`src/rtl/lf_pkg.sv`:
```
`default_nettype none
// -----------------------------------------------------------------------------
// lf_pkg : shared state/direction types, voice command codes, error width helper
// Revision: 1.0
// -----------------------------------------------------------------------------
package lf_pkg;

   typedef enum logic [1:0] {
      ST_TRACK  = 2'd0,
      ST_SEARCH = 2'd1,
      ST_HALT   = 2'd2,
      ST_MANUAL = 2'd3
   } lf_state_e;

   typedef enum logic [1:0] {
      DIR_OFF = 2'd0,
      DIR_FWD = 2'd1,
      DIR_REV = 2'd2
   } motor_dir_e;

   localparam logic [2:0] CMD_AUTO  = 3'b000;
   localparam logic [2:0] CMD_FWD   = 3'b001;
   localparam logic [2:0] CMD_RIGHT = 3'b010;
   localparam logic [2:0] CMD_LEFT  = 3'b011;
   localparam logic [2:0] CMD_STOP  = 3'b100;
   localparam logic [2:0] CMD_REV   = 3'b101;

   function automatic int err_width(input int n);
      return $clog2(n * n) + 1;
   endfunction

endpackage
`default_nettype wire

```
`src/rtl/lf_pwm_gen.sv`:
```
`default_nettype none
// -----------------------------------------------------------------------------
// lf_pwm_gen : free-running PWM with double-buffered duty/direction per motor
// Revision: 1.0
// -----------------------------------------------------------------------------
module lf_pwm_gen
   import lf_pkg::*;
#(
   parameter int PWM_WIDTH = 8
) (
   input  logic                 clk,
   input  logic                 rst,
   input  logic                 force_off_i,
   input  logic [PWM_WIDTH-1:0] duty_l_i,
   input  logic [PWM_WIDTH-1:0] duty_r_i,
   input  logic [1:0]           dir_l_i,
   input  logic [1:0]           dir_r_i,
   output logic                 m1a_o,
   output logic                 m1b_o,
   output logic                 m2a_o,
   output logic                 m2b_o
);

   localparam logic [PWM_WIDTH-1:0] CNT_MAX = '1;

   logic [PWM_WIDTH-1:0] cnt_d, cnt_q;
   logic [PWM_WIDTH-1:0] duty_l_d, duty_l_q, duty_r_d, duty_r_q;
   logic [1:0]           dir_l_d, dir_l_q, dir_r_d, dir_r_q;
   logic                 m1a_d, m1b_d, m2a_d, m2b_d;
   logic                 m1a_q, m1b_q, m2a_q, m2b_q;

   // Pins are computed from next-cycle counter/buffer values so the registered
   // pin lines up exactly with the registered counter.
   always_comb begin
      cnt_d    = cnt_q + 1'b1;
      duty_l_d = duty_l_q;
      duty_r_d = duty_r_q;
      dir_l_d  = dir_l_q;
      dir_r_d  = dir_r_q;
      if (force_off_i) begin
         duty_l_d = '0;
         duty_r_d = '0;
         dir_l_d  = DIR_OFF;
         dir_r_d  = DIR_OFF;
      end else if (cnt_q == CNT_MAX) begin
         duty_l_d = duty_l_i;
         duty_r_d = duty_r_i;
         dir_l_d  = dir_l_i;
         dir_r_d  = dir_r_i;
      end
      m1a_d = (dir_l_d == DIR_FWD) && (cnt_d < duty_l_d);
      m1b_d = (dir_l_d == DIR_REV) && (cnt_d < duty_l_d);
      m2a_d = (dir_r_d == DIR_FWD) && (cnt_d < duty_r_d);
      m2b_d = (dir_r_d == DIR_REV) && (cnt_d < duty_r_d);
   end

   always_ff @(posedge clk) begin
      if (rst) begin
         cnt_q    <= '0;
         duty_l_q <= '0;
         duty_r_q <= '0;
         dir_l_q  <= DIR_OFF;
         dir_r_q  <= DIR_OFF;
         m1a_q    <= 1'b0;
         m1b_q    <= 1'b0;
         m2a_q    <= 1'b0;
         m2b_q    <= 1'b0;
      end else begin
         cnt_q    <= cnt_d;
         duty_l_q <= duty_l_d;
         duty_r_q <= duty_r_d;
         dir_l_q  <= dir_l_d;
         dir_r_q  <= dir_r_d;
         m1a_q    <= m1a_d;
         m1b_q    <= m1b_d;
         m2a_q    <= m2a_d;
         m2b_q    <= m2b_d;
      end
   end

   assign m1a_o = m1a_q;
   assign m1b_o = m1b_q;
   assign m2a_o = m2a_q;
   assign m2b_o = m2b_q;

endmodule
`default_nettype wire

```
`src/rtl/line_follower_pwm_ctrl.sv`:
```
`default_nettype none
// -----------------------------------------------------------------------------
// line_follower_pwm_ctrl : N-sensor weighted steering, search/halt FSM, voice override
// Revision: 1.0
// -----------------------------------------------------------------------------
module line_follower_pwm_ctrl
   import lf_pkg::*;
#(
   parameter int NUM_SENSORS        = 5,
   parameter int PWM_WIDTH          = 8,
   parameter int STEER_STEP         = 40,
   parameter int CMD_HOLD_CYCLES    = 1000,
   parameter int LOST_SEARCH_CYCLES = 2000
) (
   input  logic                   clk,
   input  logic                   rst,
   input  logic [NUM_SENSORS-1:0] sensors_i,
   input  logic [2:0]             cmd_i,
   input  logic                   cmd_valid_i,
   input  logic [PWM_WIDTH-1:0]   speed_base_i,
   output logic                   m1a_o,
   output logic                   m1b_o,
   output logic                   m2a_o,
   output logic                   m2b_o,
   output logic [1:0]             state_o
);

   localparam int ERR_W  = err_width(NUM_SENSORS);
   localparam int HALF   = (NUM_SENSORS - 1) / 2;
   localparam int HOLD_W = $clog2(CMD_HOLD_CYCLES + 1);
   localparam int SRCH_W = $clog2(LOST_SEARCH_CYCLES + 1);

   lf_state_e              state_d, state_q;
   logic [NUM_SENSORS-1:0] sensors_q;
   logic [HOLD_W-1:0]      hold_cnt_d, hold_cnt_q;
   logic [SRCH_W-1:0]      search_cnt_d, search_cnt_q;
   logic [2:0]             manual_cmd_d, manual_cmd_q;
   logic                   last_right_d, last_right_q;

   logic signed [ERR_W-1:0] err;
   logic [ERR_W-1:0]        abs_err;
   logic [31:0]             steer;
   logic [PWM_WIDTH-1:0]    inner_duty;
   logic                    any_active;
   logic                    is_move;
   logic [PWM_WIDTH-1:0]    duty_l, duty_r;
   logic [1:0]              dir_l, dir_r;

   always_comb begin
      err = '0;
      for (int i = 0; i < NUM_SENSORS; i++) begin
         if (sensors_q[i]) err = err + ERR_W'(i - HALF);
      end
   end

   assign abs_err    = err[ERR_W-1] ? (~err + 1'b1) : err;
   assign steer      = 32'(abs_err) * 32'(STEER_STEP);
   assign inner_duty = (steer >= 32'(speed_base_i)) ? '0 : speed_base_i - PWM_WIDTH'(steer);
   assign any_active = |sensors_q;
   assign is_move    = cmd_valid_i && ((cmd_i == CMD_FWD) || (cmd_i == CMD_RIGHT) ||
                                       (cmd_i == CMD_LEFT) || (cmd_i == CMD_REV));

   always_ff @(posedge clk) begin
      if (rst) state_q <= ST_HALT;
      else     state_q <= state_d;
   end

   // A valid command overrides sensor- and timeout-driven transitions.
   always_comb begin
      state_d = state_q;
      case (state_q)
         ST_TRACK:  if (!any_active) state_d = ST_SEARCH;
         ST_SEARCH: begin
            if (any_active) state_d = ST_TRACK;
            else if (search_cnt_q == SRCH_W'(LOST_SEARCH_CYCLES - 1)) state_d = ST_HALT;
         end
         ST_MANUAL: if (hold_cnt_q == HOLD_W'(CMD_HOLD_CYCLES - 1)) state_d = ST_TRACK;
         default:   state_d = ST_HALT;
      endcase
      if (cmd_valid_i) begin
         if (cmd_i == CMD_AUTO)      state_d = ST_TRACK;
         else if (cmd_i == CMD_STOP) state_d = ST_HALT;
         else if (is_move)           state_d = ST_MANUAL;
      end
   end

   always_comb begin
      duty_l = '0;
      duty_r = '0;
      dir_l  = DIR_OFF;
      dir_r  = DIR_OFF;
      case (state_q)
         ST_TRACK: begin
            dir_l  = DIR_FWD;
            dir_r  = DIR_FWD;
            duty_l = speed_base_i;
            duty_r = speed_base_i;
            if (err[ERR_W-1])      duty_l = inner_duty;
            else if (err != '0)    duty_r = inner_duty;
         end
         ST_SEARCH: begin
            duty_l = speed_base_i;
            duty_r = speed_base_i;
            dir_l  = last_right_q ? DIR_FWD : DIR_REV;
            dir_r  = last_right_q ? DIR_REV : DIR_FWD;
         end
         ST_MANUAL: begin
            case (manual_cmd_q)
               CMD_FWD: begin
                  dir_l = DIR_FWD; dir_r = DIR_FWD;
                  duty_l = speed_base_i; duty_r = speed_base_i;
               end
               CMD_RIGHT: begin
                  dir_l = DIR_FWD; duty_l = speed_base_i;
               end
               CMD_LEFT: begin
                  dir_r = DIR_FWD; duty_r = speed_base_i;
               end
               CMD_REV: begin
                  dir_l = DIR_REV; dir_r = DIR_REV;
                  duty_l = speed_base_i; duty_r = speed_base_i;
               end
               default: ;
            endcase
         end
         default: ;
      endcase
   end

   always_comb begin
      search_cnt_d = ((state_q == ST_SEARCH) && (state_d == ST_SEARCH)) ? search_cnt_q + 1'b1 : '0;
      if (is_move)
         hold_cnt_d = '0;
      else if ((state_q == ST_MANUAL) && (state_d == ST_MANUAL))
         hold_cnt_d = hold_cnt_q + 1'b1;
      else
         hold_cnt_d = '0;
      manual_cmd_d = is_move ? cmd_i : manual_cmd_q;
      last_right_d = last_right_q;
      if ((state_q == ST_TRACK) && (err != '0)) last_right_d = ~err[ERR_W-1];
   end

   always_ff @(posedge clk) begin
      if (rst) begin
         sensors_q    <= '0;
         hold_cnt_q   <= '0;
         search_cnt_q <= '0;
         manual_cmd_q <= CMD_FWD;
         last_right_q <= 1'b1;
      end else begin
         sensors_q    <= sensors_i;
         hold_cnt_q   <= hold_cnt_d;
         search_cnt_q <= search_cnt_d;
         manual_cmd_q <= manual_cmd_d;
         last_right_q <= last_right_d;
      end
   end

   lf_pwm_gen #(
      .PWM_WIDTH (PWM_WIDTH)
   ) u_pwm (
      .clk         (clk),
      .rst         (rst),
      .force_off_i (state_d == ST_HALT),
      .duty_l_i    (duty_l),
      .duty_r_i    (duty_r),
      .dir_l_i     (dir_l),
      .dir_r_i     (dir_r),
      .m1a_o       (m1a_o),
      .m1b_o       (m1b_o),
      .m2a_o       (m2a_o),
      .m2b_o       (m2b_o)
   );

   assign state_o = state_q;

endmodule
`default_nettype wire

```
`config.mk`:
```
export PLATFORM = sky130hd
export DESIGN_NAME = line_follower_pwm_ctrl
export DESIGN_NICKNAME = d
export VERILOG_FILES = /design/src/rtl/lf_pkg.sv /design/src/rtl/lf_pwm_gen.sv /design/src/rtl/line_follower_pwm_ctrl.sv
export SDC_FILE = /design/constraint.sdc
export NUM_CORES = 1
export LEC_CHECK = 0
export ABC_CLOCK_PERIOD_IN_PS = 10200
export BUFFER_PORTS_ARGS = -buffer_cell sky130_fd_sc_hd__buf_2
export CAP_MARGIN = 40
export CORE_ASPECT_RATIO = 1.75
export CORE_MARGIN = 1.5
export CORE_UTILIZATION = 45
export CTS_CLUSTER_DIAMETER = 60
export DETAILED_ROUTE_END_ITERATION = 12
export HOLD_SLACK_MARGIN = 0.06
export PLACE_DENSITY = 0.68
export SKIP_CTS_REPAIR_TIMING = 1
export SYNTH_ARGS = -nofsm -noshare
export SYNTH_HDL_FRONTEND = slang
export SYNTH_SLANG_ARGS = --single-unit
export TNS_END_PERCENT = 30
```
`constraint.sdc`:
```
create_clock -name clk -period 10.2 [get_ports clk]
set_input_delay 1.53 -clock clk [delete_from_list [all_inputs] [get_ports clk]]
set_output_delay 1.53 -clock clk [all_outputs]
set_load 0.05 [all_outputs]
```
==> flow_summary.toml <==
[outcome]
status = "completed"

[floorplanning]
die-area_sq_um = 9830
initial_core_util_pct = 45.9
fp-row-count = 46
die_h_microns = 130
core_sq_um = 9040
ios = 25
die_x_microns = 75.6

[timing]
tns_ns = 0
slew_headroom_pct = 44.8
finalClockSkew_ns = 0.00759
fmax_mhz = 147
worst_pin_slew_ns = 0.828
setup_viol = 0
timing.final.crit_period_ns = 6.80
hold_violations = 0
slew_viol_final = 0
fin_crit_sh_pct = 66.7
rsz0062_at_grt = "false"

[routing]
vias_per_cell = 5.70
vias = 3723
drc_errors = 0
routedWlPerCell_microns = 15.5
ant_nets = 0
initialDrtViolationCount = 160
first_pass_iters = 6
routed_wl_microns = 10100

[layout]
drive_gt1_share_pct = 10.1
finalNonFillerCells = 653
diodes = 0
finalNetCount = 587
syn_to_final_growth_pct = 13.9
fin_util_pct = 52.3

[global_route]
grt_pass1_wl_microns = 16800
grt_pass1_vias = 3629
antenna_found_initial = 0
grtUsageTotal_pct = 22.6
grt-ovfl-total = 0
grt_max_degree = 22

[yosys]
yosysUniqueCellTypes = 65
yosysWarnings = 0
synth_top_area_share_pct = 30.9
ys_ff_latch = 64
synth_area_leaders = "dfxtp_1 31%, ha_1 11%, nor2_1 5.1%"
synth_area_sq_um = 4150
synth_top_area_cell = "dfxtp_1"
syn_nets = 568
synthCells = 509
ys_seq_area_share_pct = 30.9
synth_ff_type = "dfxtp_1"
synth_edf_count = 0
avgSynthCellArea_sq_um = 8.15
async_flop_share_pct = 0

[setup_path]
critical_path_buf_inv_count = 1
cpLargestDelayFamily = "compound AO/OA/AOI/OAI gates"
crit_top_cell = "ha_1"
end_kind = "register"
crit_path_max_incr_delay_ns = 0.55
worstPathMaxFanout = 13
slowest_stage = "nor4_1"
critPathKind = "register to register"
worst_ep_required_time_ns = 10.43
arrival_ns = 7.03
start_kind = "register"

[clocking]
cts.sinks = 64
cts_buffer_depth = 2
cts_tree = "yes"
clk_pin_slew_ns = 0.06
root_buffer = "clkbuf_16"
htree_levels = 3
cts_buffers = 9
clock_latency_ns = 0.33

[pwr]
p_int_mw = 0.586
pwr-share-clk_pct = 46.3
power_frac_seq_pct = 32.1
p_leak_nw = 1.85
power_mw = 0.808
peakVddDrop_mv = 0.155
switching_share_pct = 27.5
p_switching_mw = 0.222
combPwrFrac_pct = 21.6
p_per_area_nw_per_um2 = 171

[placed_design]
port_buffers = 24
routabilityCongestion = 1.01
place_inst = 637
hpwl_microns = 7830

[min_path]
hp-class = "register to register"

[job]
cap_violations = 0
## worst reg2reg max path, stage by stage (launching register included)
cell      delay [ns]
dfxtp_1         0.54
inv_1           0.16
ha_1            0.44
o21ai_0         0.12
o211ai_1        0.35
or3_1           0.25
nand2_1         0.25
nor3_1          0.33
o32a_1          0.23
ha_1            0.24
ha_1            0.23
fa_1            0.40
a211oi_1        0.21
a31o_2          0.15
o211ai_1        0.19
nor4_1          0.55
and4_1          0.26
o21ai_1         0.08
a311o_1         0.35
ha_1            0.31
a21oi_1         0.13
nor2b_1         0.05
o21ai_0         0.14
o21ai_0         0.09
or3_1           0.36
a211oi_1        0.27
## power groups by stage
stage	Sequential [mW]	Clock, mW	Combinational [mW]
after CTS	0.259	0.380	0.173
final	0.260	0.374	0.174
after global routing	0.260	0.392	0.195
after floorplan	0.263	0	0.129
after detailed placement	0.265	0	0.172
after global placement	0.265	0	0.167
## cell type report
class	instances	area (sq um)
Multi-Input combinational cell	405	2710
Fill cell	879	4310
Timing Repair Buffer	25	128
Inverter	23	86.3
Sequential cell	64	1280
Clock inverter	7	144
Clock buffer	9	225
Tap cell	120	150
## per-stage QoR
stage | hold WS (ns) | instance area (sq um) | setup WS (ns)
global placement | 0.438 | 4360 | 3.71
finish | 0.456 | 4730 | 3.40
floorplan | 0.426 | 4150 | 4.35
detailed placement | 0.449 | 4360 | 3.54
global route | 0.493 | 4730 | 2.80
CTS | 0.462 | 4730 | 3.47
## cells in the mapped netlist, drive strengths merged (4+ instances only)
master,instances
dfxtp,64
nor2,56
nand2,50
ha,38
nor2b,33
a21oi,25
inv,23
nand3,22
o21ai,22
xnor2,16
clkbuf,14
xor2,13
a21o,8
nand2b,8
nand4,8
nor3,7
and3,6
and4,6
o211ai,6
a31o,5
o221ai,5
or3,5
nor3b,4
o21a,4
o22ai,4
## kinds of logic (layout without fill, tap and decap cells)
family	count (synthesis)	count (layout)	synth area share, %
fa+ha+maj	40	40	12.4
xor+xnor	29	29	6.12
other cells	1	1	0.0904
simple gates	220	220	27.2
buf+inv	40	64	3.86
mux	2	2	0.482
compound gates	113	113	18.9
flops	64	64	30.9
## sequential cells by signal, summed over array words and instances (netlist names), 2 cells and up
name	flops
search_cnt_q	11
hold_cnt_q	10
u_pwm.cnt_q	8
u_pwm.duty_l_q	8
u_pwm.duty_r_q	8
sensors_q	5
manual_cmd_q	3
state_o	2
u_pwm.dir_l_q	2
u_pwm.dir_r_q	2
## path summary, 6_finish.rpt
check                  endpoint           from  slack [ns]  depth (start not counted)
setup / recovery    u_pwm.m2b_o   sensors_q[1]        3.40                         25
setup reg to reg    u_pwm.m2b_o   sensors_q[1]        3.40                         25
hold reg to reg   hold_cnt_q[0]  hold_cnt_q[0]        0.46                          1
hold / removal    hold_cnt_q[0]  hold_cnt_q[0]        0.46                          1
## layer usage
| metal | track usage [%] | vias up | part of all wire [%] | routed length [microns] |
|---|---|---|---|---|
| met3 | 4.09 | 27 | 3.4 | 341 |
| met5 | 0 | - | 0 | 0 |
| met2 | 40.7 | 83 | 53 | 5420 |
| met1 | 24.4 | 1751 | 39 | 3980 |
| li1 | - | 1862 | - | - |
| met4 | 11.1 | 0 | 4.0 | 405 |
## layout by cell type (no fill, tap or decap), types with 9 or more instances in the layout
cell type	netlist	layout
a21oi_1	24	24
buf_2	2	24
clkbuf_16	0	9
dfxtp_1	64	64
ha_1	38	38
inv_1	23	23
nand2_1	50	50
nand3_1	22	22
nor2_1	56	56
nor2b_1	33	33
o21ai_0	18	18
xnor2_1	16	16
xor2_1	13	13
Note: power is estimated with default switching activity, not from simulation.
